## src/rtl/branch_predict_unit.sv

```systemverilog
// EX-stage branch resolution with a PC-indexed bimodal 2-bit BHT.
// Emits a registered one-cycle mispredict pulse and saturating perf counters.
module branch_predict_unit #(
    parameter int DATA_W = 32,
    parameter int PC_W   = 32,
    parameter int IDX_W  = 6,
    parameter int CNT_W  = 16
) (
    input  logic              iCLK,
    input  logic              iRSTn,
    input  logic [PC_W-1:0]   iLookupPC,
    output logic              oPredTaken,
    input  logic              iResolveValid,
    input  logic              iBranch,
    input  logic              iStall,
    input  logic [5:0]        iOpcode,
    input  logic [4:0]        iRt,
    input  logic [DATA_W-1:0] iA,
    input  logic [DATA_W-1:0] iB,
    input  logic [PC_W-1:0]   iResolvePC,
    input  logic              iPredTaken,
    output logic              oTaken,
    output logic              oLink,
    output logic              oMispredict,
    output logic [PC_W-1:0]   oMispredictPC,
    output logic              oActualTaken,
    output logic [CNT_W-1:0]  oBranchCount,
    output logic [CNT_W-1:0]  oMissCount
);

    localparam int DEPTH = 2 ** IDX_W;

    logic [1:0]       r_bht [DEPTH];
    logic             r_miss;
    logic [PC_W-1:0]  r_missPC;
    logic             r_actual;
    logic [CNT_W-1:0] r_brCnt;
    logic [CNT_W-1:0] r_missCnt;

    logic [IDX_W-1:0] w_lkIdx;
    logic [IDX_W-1:0] w_rsIdx;
    logic             w_isBr;
    logic             w_cond;
    logic             w_link;
    logic             w_eq;
    logic             w_lt0;
    logic             w_eq0;
    logic             w_evt;
    logic             w_mis;
    logic             w_unused;

    assign w_lkIdx = iLookupPC[IDX_W+1:2];
    assign w_rsIdx = iResolvePC[IDX_W+1:2];
    assign w_unused = ^{iLookupPC[PC_W-1:IDX_W+2], iLookupPC[1:0],
                        iResolvePC[PC_W-1:IDX_W+2], iResolvePC[1:0]};

    assign oPredTaken = r_bht[w_lkIdx][1];

    // Sign bit and zero test give every signed compare against zero
    assign w_eq  = (iA == iB);
    assign w_lt0 = iA[DATA_W-1];
    assign w_eq0 = (iA == '0);

    always_comb begin
        w_isBr = 1'b0;
        w_cond = 1'b0;
        w_link = 1'b0;
        if (iBranch) begin
            case (iOpcode)
                6'b000100: begin w_isBr = 1'b1; w_cond = w_eq;  end
                6'b000101: begin w_isBr = 1'b1; w_cond = ~w_eq; end
                6'b000110: begin
                    w_isBr = (iRt == 5'd0);
                    w_cond = w_lt0 | w_eq0;
                end
                6'b000111: begin
                    w_isBr = (iRt == 5'd0);
                    w_cond = ~w_lt0 & ~w_eq0;
                end
                6'b000001: begin
                    case (iRt)
                        5'b00000: begin w_isBr = 1'b1; w_cond = w_lt0;  end
                        5'b00001: begin w_isBr = 1'b1; w_cond = ~w_lt0; end
                        5'b10000: begin
                            w_isBr = 1'b1; w_cond = w_lt0;  w_link = 1'b1;
                        end
                        5'b10001: begin
                            w_isBr = 1'b1; w_cond = ~w_lt0; w_link = 1'b1;
                        end
                        default: ;
                    endcase
                end
                default: ;
            endcase
        end
    end

    assign oTaken = w_isBr & w_cond;
    assign oLink  = w_isBr & w_link;
    assign w_evt  = iResolveValid & ~iStall & w_isBr;
    assign w_mis  = w_evt & (oTaken != iPredTaken);

    always_ff @(posedge iCLK or negedge iRSTn) begin
        if (!iRSTn) begin
            for (int i = 0; i < DEPTH; i++) r_bht[i] <= 2'b01;
            r_miss    <= 1'b0;
            r_missPC  <= '0;
            r_actual  <= 1'b0;
            r_brCnt   <= '0;
            r_missCnt <= '0;
        end else begin
            r_miss <= w_mis;
            if (w_evt) begin
                if (oTaken && r_bht[w_rsIdx] != 2'b11)
                    r_bht[w_rsIdx] <= r_bht[w_rsIdx] + 2'b01;
                else if (!oTaken && r_bht[w_rsIdx] != 2'b00)
                    r_bht[w_rsIdx] <= r_bht[w_rsIdx] - 2'b01;
                if (r_brCnt != '1) r_brCnt <= r_brCnt + 1'b1;
            end
            if (w_mis) begin
                r_missPC <= iResolvePC;
                r_actual <= oTaken;
                if (r_missCnt != '1) r_missCnt <= r_missCnt + 1'b1;
            end
        end
    end

    assign oMispredict   = r_miss;
    assign oMispredictPC = r_missPC;
    assign oActualTaken  = r_actual;
    assign oBranchCount  = r_brCnt;
    assign oMissCount    = r_missCnt;

endmodule

```

## config.mk

```make
export PLATFORM = sky130hd
export DESIGN_NAME = branch_predict_unit
export DESIGN_NICKNAME = d
export VERILOG_FILES = /design/src/rtl/branch_predict_unit.sv
export SDC_FILE = /design/constraint.sdc
export NUM_CORES = 1
export LEC_CHECK = 0
export BUFFER_PORTS_ARGS = -buffer_cell sky130_fd_sc_hd__buf_2
export CAP_MARGIN = 20
export CELL_PAD_IN_SITES_DETAIL_PLACEMENT = 1
export CELL_PAD_IN_SITES_GLOBAL_PLACEMENT = 2
export CORE_AREA = 2 2 186 188
export CTS_BUF_LIST = sky130_fd_sc_hd__clkbuf_16
export CTS_CLUSTER_SIZE = 24
export DETAILED_ROUTE_END_ITERATION = 16
export DIE_AREA = 0 0 188 190
export PLACE_DENSITY_LB_ADDON = 0.2
export SLEW_MARGIN = 20
export SYNTH_ARGS = -nofsm -noshare
export SYNTH_HDL_FRONTEND = slang
export SYNTH_SLANG_ARGS = --single-unit
```

## constraint.sdc

```tcl
create_clock -name iCLK -period 4.5 [get_ports iCLK]
set_input_delay 0.675 -clock iCLK [delete_from_list [all_inputs] [get_ports iCLK]]
set_output_delay 0.675 -clock iCLK [all_outputs]
set_load 0.05 [all_outputs]
```

# [After elaboration in Yosys (flattened, before gate mapping)]
# Index checks and enable logic that the tools add are counted.
[word_totals] out_inout_bits=69 input_bits=145 mem_count=0 ram_bits=0 register_bits=194 rom_bits=0 wordCells=140 latch_bits=0
[op_classes] reduce_logical=17 n_mux=21 div=0 magnitude_cmp=3 eq_ne=13 addsub=4 n_shift=0 mul=0 bitwise_logic=13
[op_table] op="bitwise mux 128 bit" count=2
[op_table] op="two-way mux 128 bit" count=2
[op_table] op="adder 16 x 1 -> 16 bit, second input constant" count=2
[op_table] op="equality test 32 bit" count=1
[op_table] op="logical NOT 32 bit" count=1
[op_table] op="inequality test 16 bit, second input constant" count=2
[op_table] op="binary-select mux 2 bit (select 6 bit)" count=2
[op_table] op="equality test 6 x 3 -> 1 bit, second input constant" count=4
[op_table] op="greater-or-equal comparator 7 bit, second input constant" count=2
[op_table] op="inverter 6 -> 7 bit" count=2
[op_table] op="demux 2 bit (select 6 bit)" count=1
[op_table] op="equality test 5 bit, second input constant" count=2
[op_table] op="two-way mux 2 bit" count=5
[op_table] op="OR reduction 2 bit" count=5
[op_table] op="less-than comparator 7 x 1 -> 1 bit, second input constant" count=1
[op_table] op="AND 1 bit" count=6
[op_table] op="equality test 6 x 1 -> 1 bit, second input constant" count=1
[op_table] op="two-way mux 1 bit" count=6
[op_table] op="AND reduction 2 bit" count=3
[op_table] op="equality test 5 x 1 -> 1 bit, second input constant" count=1
[op_table] op="logical NOT 5 bit" count=1
[op_table] op="case mux 1 bit (5 select lines)" count=1
[op_table] op="inverter 1 bit" count=4
[op_table] op="nonzero test 2 bit" count=2
[op_table] op="10 further kinds" count=12

# [Longest topological paths before layout]
# Gate-level depths: netlist of the first run.
[logic_depth] depth_word=10 depth_mapped=19 mapped_depth_nobuf=13

# [Worst setup path before layout of the first run]
# No wires, ideal clock.
[synth_timing] kind="input -> register" from="input iResolvePC[7]" to="register r_bht[101] in the netlist's numbering" t_required_ns=4.361 setup_ns=0.139 slack_ns=0.456 cell_stages=14 arrival_time_ns=3.905 n_path_buf=4 path_cell_list="clkbuf_1 > nor3b_1 > o41ai_1 > nand2_1 > or3_1 > buf_2 > buf_2 > inv_1 > ha_1 > or4_1 > o221a_2 > xnor2_2 > clkbuf_1 > mux2i_1"
[synth_via] elab_chain_cells=8 word_cells_on_any_way=21 cone_classes="add/sub: 2; order compare: 2; eq/ne: 1; mux: 9; bitwise: 1; reduce/logical: 6"
[synth_lines] element="start, declared" line="20" text="input logic [PC_W-1:0] iResolvePC,"
[synth_lines] element="inverter 6 -> 7 bit (implied by the code) (*)"
[synth_lines] element="binary-select mux 2 bit (select 6 bit), or another cell as far along"
[synth_lines] element="two-way mux 2 bit (implied by the code) or logical AND 1 bit (tied branches)"
[synth_lines] element="two-way mux 2 bit, on equally long branches"
[synth_lines] element="subtractor 2 x 1 -> 2 bit, or another cell as far along" line="117" text="r_bht[w_rsIdx] <= r_bht[w_rsIdx] - 2'b01;"
[synth_lines] element="bitwise mux 128 bit, or another cell as far along" line="117"
[synth_lines] element="two-way mux 128 bit or nonzero test 2 bit (tied branches)"
[synth_lines] element="two-way mux 128 bit or AND reduction 2 bit (tied branches)"
[synth_lines] element="end signal, assigned by index" line="115" text="r_bht[w_rsIdx] <= r_bht[w_rsIdx] + 2'b01;"
[synth_lines] element="end signal, assigned by index" line="117"
[synth_lines] element="end, declared" line="33" text="logic [1:0] r_bht [DEPTH];"
# Every way passes the cells marked *; elsewhere a longest branch is shown, timed or not. The select of a mux whose other input is x is not followed.
# A chain may end at the register's enable or synchronous reset.

# [Worst setup path in the final report of the first run]
[layout_timing] from="input iResolvePC[3]" to="register r_bht[13] in the netlist's numbering"
# Same word-level chain as after synthesis.

==> impl_metrics.csv, run 1 <==
group,metric,value,unit
run_status,run_status,"finished, final reports clean",
timing,drv_slew,0,
floorplanning,ios,214,
clock_tree,cts_tree,"built",
clock_tree,cts_hold_buf,0,
yosys,netlist_area,11900,µm²
layout,area_growth,21.1,%
timing,relSlewSlack,0.435,
yosys,synth_common_cells,"dfrtp_1 (130), mux2i_1 (111), mux2_2 (96)",
floorplanning,core,33900,µm²
critical_path,crit_chain,"buf_2 -> or3b_2 -> buf_4 -> o22ai_1 -> o41ai_1 -> buf_4 -> nand4_1 -> or3_2 -> inv_1 -> ha_1 -> buf_4 -> nor4b_1 -> o21ai_0 -> o221a_2 -> xnor2_4 -> buf_12 -> mux2i_1",
timing,setup_ws,549,ps
clock_tree,postCtsSetupBuffers,0,
clock_tree,cts_resized,0,
routing,finalWirelength,39.0,mm
clock_tree,clock_sinks,194,
global_routing,grt.total_usage,0.222,
global_routing,antenna_found_initial,0,
floorplanning,start_util,0.351,
yosys,synthCells,1111,
placed_design,dpl-instance-area,13900,µm²
critical_path,cp_top_family,"buffers and inverters",
yosys,yosys_warnings,0,
routing,firstDrtPassIters,5,
floorplanning,dieArea,35700,µm²
timing,hold_viol,0,
timing,setup_violations,0,
yosys,synth_area_per_cell,10.7,µm²
layout,multi_input_area,6310,µm²
critical_path,crit_type,"in2reg",
power_and_ir_drop,p_leak,6.36,nW
layout,seq_area,4930,µm²
power_and_ir_drop,power,4.01,mW
floorplanning,rows,68,
yosys,synth_edf_count,0,
clock_tree,h-tree-depth,4,
global_routing,overflow,0,
power_and_ir_drop,power_density,278,nW/µm²
layout,diodes,0,
critical_path,regToRegStartpoint,"r_bht[117]",
routing,drtAntennaViolNets,0,
clock_tree,clockBufferDepth,2,
global_routing,grt_max_degree,82,
yosys,yosysTopAreaCell,"dfrtp_1",
yosys,synth_top_area_share,0.273,
layout,stdcell_area,14400,µm²
critical_path,r2r_cells,12,
routing,via_count,9645,
hold_path,worstHoldPathType,"in2async",
timing,finalCriticalPeriod,3950,ps
timing,rsz0062_at_grt,"false",
clock_tree,root_buffer,"clkbuf_16",
yosys,async_reset_ff_frac,1.00,
timing,fin_setup_tns,0,ps
yosys,dominantRegCellSynth,"dfrtp_1",
layout,num-fill-cells,3802,
routing,vias_per_cell,5.36,
power_and_ir_drop,peakVddDrop,283,µV
routing,initialDrtViolationCount,514,
timing,timing.final.crit_share,0.878,
critical_path,regToRegEndpoint,"r_bht[13]",
routing,routedWlPerCell,21.7,µm
timing,finClkSkew,16.3,ps
floorplanning,die_w,188,µm
flow_run,cap_violations,0,
critical_path,critPathMostFrequentCell,"buf_4",
timing,worst-slew-pin-transition,844,ps
critical_path,end_kind,"register",
yosys,yosysSeqAreaShare,0.414,
yosys,synth_cell_types,65,
critical_path,r2r_slack,1000,ps
yosys,syn_nets,1260,
layout,fin_util,0.425,
critical_path,cp.arrival,4270,ps
layout,drive_gt1_frac,0.410,
clock_tree,clk_pin_slew,70,ps
yosys,yosys_register_bits,194,
floorplanning,die_h,190,µm
routing,drcViolationCount,0,
placed_design,place_ws,66.3,ps
critical_path,cp_max_fo,28,
critical_path,crit_path_top_delay_cell,"or3_2",
critical_path,startpoint_type,"input pin",
layout,nets,1481,
critical_path,slowest_delay,490,ps
placed_design,place_hpwl,27.7,mm
critical_path,required,4820,ps
clock_tree,clock_latency,460,ps
placed_design,numPortBuffers,187,
yosys,synthTopCellsByArea,"dfrtp_1 (27%), dfstp_2 (14%), mux2i_1 (9.3%)",
critical_path,critPathBufInv,6,
global_routing,grt_pass1_vias,10200,
yosys,yosysMostFrequentCell,"dfrtp_1",
clock_tree,cts_buffers,17,
placed_design,gp_congestion,0.815,
timing,fmax,253,MHz
global_routing,grt_pass1_wl,61.0,mm
==> worst max-delay path by stage <==
stage | startpoint | to | cells after the start
final | iResolvePC[3] | r_bht[13] | 17
after CTS | iResolvePC[3] | r_bht[13] | 17
after global routing | iResolvePC[2] | r_bht[3] | 17
after global placement | iResolvePC[3] | r_bht[33] | 17
after detailed placement | iResolvePC[3] | r_bht[45] | 17
after floorplan | iResolvePC[7] | r_bht[101] | 14
==> power by group <==
| part | total (mW) | leakage, nW | internal (mW) | switching (mW) |
|---|---|---|---|---|
| clock network | 1.52 | 0.278 | 0.771 | 0.748 |
| logic | 0.708 | 3.95 | 0.239 | 0.469 |
| registers | 1.79 | 2.13 | 1.77 | 0.0164 |
==> routing by layer <==
| metal | up-vias | global-route usage | share of wire |
|---|---|---|---|
| met4 | 0 | 0.0612 | 0.015 |
| met3 | 29 | 0.0245 | 0.024 |
| li1 | 4493 | - | - |
| met5 | - | 0 | 0 |
| met1 | 5002 | 0.305 | 0.47 |
| met2 | 121 | 0.373 | 0.49 |
==> cells by family (layout without fill, tap and decap cells) <==
family / after synthesis / in the layout / synth area share
AOI/OAI and AO/OA: 94 / 94 / 0.0551
DFF: 194 / 194 / 0.414
adders and majority gates: 4 / 4 / 0.00420
buffers and inverters: 153 / 387 / 0.0601
muxes: 265 / 265 / 0.269
and+or+nand+nor: 339 / 339 / 0.152
xor gates and xnor gates: 62 / 62 / 0.0462
==> final cells by class <==
type,count,share of cell area
inverter,70,0.0182
tap,455,0.0394
sequential,194,0.342
clock inverter,15,0.00918
timing repair buffer,285,0.125
clock buffer,17,0.0295
multi-input combinational,764,0.437
==> placed cells by master (no fill, tap or decap), types with 5 or more instances in the layout <==
cell / netlist / routed
nor3b_2: 4 / 6
mux2_1: 6 / 6
buf_2: 20 / 186
buf_4: 3 / 88
mux2_2: 96 / 96
nand4_1: 13 / 13
and4_1: 5 / 5
or4_1: 5 / 5
inv_1: 69 / 71
dfrtp_1: 130 / 130
nand3_1: 52 / 52
mux4_2: 21 / 21
nor3_1: 73 / 72
nand2_1: 89 / 89
nor2_1: 18 / 17
nor4_1: 32 / 32
mux2_4: 30 / 30
mux2i_1: 111 / 111
xor2_1: 41 / 41
and3b_1: 6 / 6
buf_12: 0 / 10
clkbuf_16: 0 / 17
xnor2_1: 20 / 20
a22oi_1: 12 / 12
o22ai_1: 51 / 51
dfstp_2: 64 / 64
o41ai_1: 7 / 7
and3_1: 8 / 8
==> per-stage QoR <==
stage	std cells	hold slack, ps
after floorplan	1111	379
after global placement	1768	475
after detailed placement	1768	488
after CTS	1800	288
after global routing	1800	298
final	1800	233
Note: power is estimated with default switching activity, not from simulation.
==> run 2: changes to the inputs <==
Settings changed: RECOVER_POWER set to 25.
==> run 2 against run 1 <==
  * Register-to-register slack about the same
  * The run now ends with max-capacitance violations, max-slew violations left
  * Core utilization is 0.070 points lower
  * Largest power group unchanged
  * Critical endpoint unchanged
  * Combinational power barely moved
  * Critical path type unchanged
  * Highest routed layer unchanged
  * Sequential power about the same
  * Largest cell class unchanged
  * Setup slack got worse by 0.85 ps
==> impl_metrics.csv, run 2 (synthesis gave the netlist of run 1 again) <==
group,metric,value,unit
placed_design,place_hpwl,27.7,mm
timing,worst-slew-pin-transition,2250,ps
clock_tree,cts_tree,"built",
hold_path,worstHoldPathType,"in2reg",
critical_path,cp_max_fo,28,
clock_tree,clock_sinks,194,
flow_run,cap_violations,2,
floorplanning,dieArea,35700,µm²
layout,drive_gt1_frac,0.410,
timing,finClkSkew,15.5,ps
critical_path,regToRegStartpoint,"r_bht[117]",
global_routing,grt_pass1_vias,10200,
floorplanning,die_h,190,µm
clock_tree,cts_hold_buf,0,
timing,timing.final.crit_share,0.878,
clock_tree,clk_pin_slew,80,ps
critical_path,required,4820,ps
power_and_ir_drop,pwr-share-clk,0.379,
power_and_ir_drop,p_int,2.78,mW
floorplanning,die_w,188,µm
placed_design,dpl-instance-area,13900,µm²
critical_path,end_kind,"register",
clock_tree,cts_resized,0,
layout,stdcell_area,14400,µm²
floorplanning,ios,214,
floorplanning,rows,68,
hold_path,whs_path_depth,2,
layout,num-fill-cells,3803,
clock_tree,postCtsSetupBuffers,0,
hold_path,hp-start,"iResolvePC[21]",
clock_tree,clockBufferDepth,2,
clock_tree,root_buffer,"clkbuf_16",
power_and_ir_drop,power,4.01,mW
floorplanning,start_util,0.351,
critical_path,regToRegEndpoint,"r_bht[13]",
power_and_ir_drop,peakVddDrop,286,µV
routing,vias_per_cell,5.37,
global_routing,grt_max_degree,82,
timing,finalCriticalPeriod,3950,ps
critical_path,crit_type,"in2reg",
placed_design,dp.cells,1768,
layout,final_cell_mix,"buf_2 (186), dfrtp_1 (130), mux2i_1 (111), mux2_2 (96), nand2_1 (89)",
run_status,violations,"max-capacitance violations, max-slew violations",
layout,diodes,0,
routing,routedWlPerCell,21.7,µm
critical_path,startpoint_type,"input pin",
timing,fmax,253,MHz
global_routing,antenna_found_initial,0,
routing,drcViolationCount,0,
placed_design,gp_congestion,0.815,
hold_path,hold_end,"oMispredictPC[21]",
layout,fin_util,0.425,
power_and_ir_drop,switching_share,0.308,
critical_path,r2r_slack,990,ps
power_and_ir_drop,p_switching,1.24,mW
critical_path,r2r_cells,12,
timing,holdWs,444,ps
layout,layout_commonest_cell,"buf_2",
clock_tree,clock_latency,460,ps
critical_path,cp.arrival,4280,ps
floorplanning,core,33900,µm²
global_routing,grt_pass1_wl,61.0,mm
run_status,run_status,"finished, violations left",
routing,via_count,9663,
placed_design,numPortBuffers,187,
global_routing,grt.total_usage,0.222,
timing,drv_slew,154,
power_and_ir_drop,pwr-share-comb,0.176,
layout,nets,1481,
layout,final_cell_count_no_fill,1800,
routing,drtAntennaViolNets,0,
power_and_ir_drop,pwr-share-seq,0.445,
clock_tree,cts_buffers,17,
power_and_ir_drop,p_leak,6.35,nW
routing,finalWirelength,39.0,mm
timing,fin_setup_tns,0,ps
placed_design,place_ws,66.3,ps
routing,initialDrtViolationCount,460,
timing,rsz0062_at_grt,"false",
timing,setup_ws,548,ps
clock_tree,h-tree-depth,4,
routing,firstDrtPassIters,5,
global_routing,overflow,0,
timing,hold_viol,0,
layout,area_growth,20.9,%
timing,relSlewSlack,-0.502,
timing,setup_violations,0,
power_and_ir_drop,power_density,278,nW/µm²
==> run 2: cell types whose count changed in the layout (fill, tap and decap cells not counted) <==
| cell | before | now |
|---|---|---|
| buf_12 | 10 | 9 |
| clkbuf_2 | 0 | 2 |
| clkbuf_8 | 1 | 0 |
==> run 2: metal layers <==
metal | global-route usage | share of wire
met1 | 0.305 | 0.47
met2 | 0.373 | 0.49
met3 | 0.0245 | 0.023
met4 | 0.0612 | 0.016
met5 | 0 | 0
==> run 2: worst max-delay path, stage by stage <==
cell and delay (ps):
buf_2 250, or3b_2 400, buf_4 230, o22ai_1 80, o41ai_1 460, buf_4 180
nand4_1 50, or3_2 490, inv_1 80, ha_1 180, buf_4 240, nor4b_1 80
o21ai_0 80, o221a_2 260, xnor2_4 160, buf_12 220, mux2i_1 110
==> run 2: cell type report <==
cell class                      instances  area (µm²)  area share
Tap cell                              455         569      0.0395
Clock buffer                           17         425      0.0295
Clock inverter                         15         133     0.00920
Multi-Input combinational cell        764        6310       0.438
Sequential cell                       194        4930       0.342
Inverter                               70         263      0.0182
Timing Repair Buffer                  285        1780       0.124
==> run 2: worst max-delay path by stage <==
stage / start / to / cells after the start
floorplan: iResolvePC[7] / r_bht[101] / 14
global placement: iResolvePC[3] / r_bht[33] / 17
detailed placement: iResolvePC[3] / r_bht[45] / 17
CTS: iResolvePC[3] / r_bht[13] / 17
global route: iResolvePC[2] / r_bht[3] / 17
finish: iResolvePC[3] / r_bht[13] / 17
==> run 2: power by group through the flow <==
stage,registers [mW],clock network (mW),logic [mW]
4_1_cts,1.79,1.57,0.715
2_1_floorplan,1.88,0,0.305
5_1_grt,1.79,1.62,0.756
3_3_place_gp,1.82,0,0.710
6_report,1.79,1.52,0.706
3_5_place_dp,1.82,0,0.713
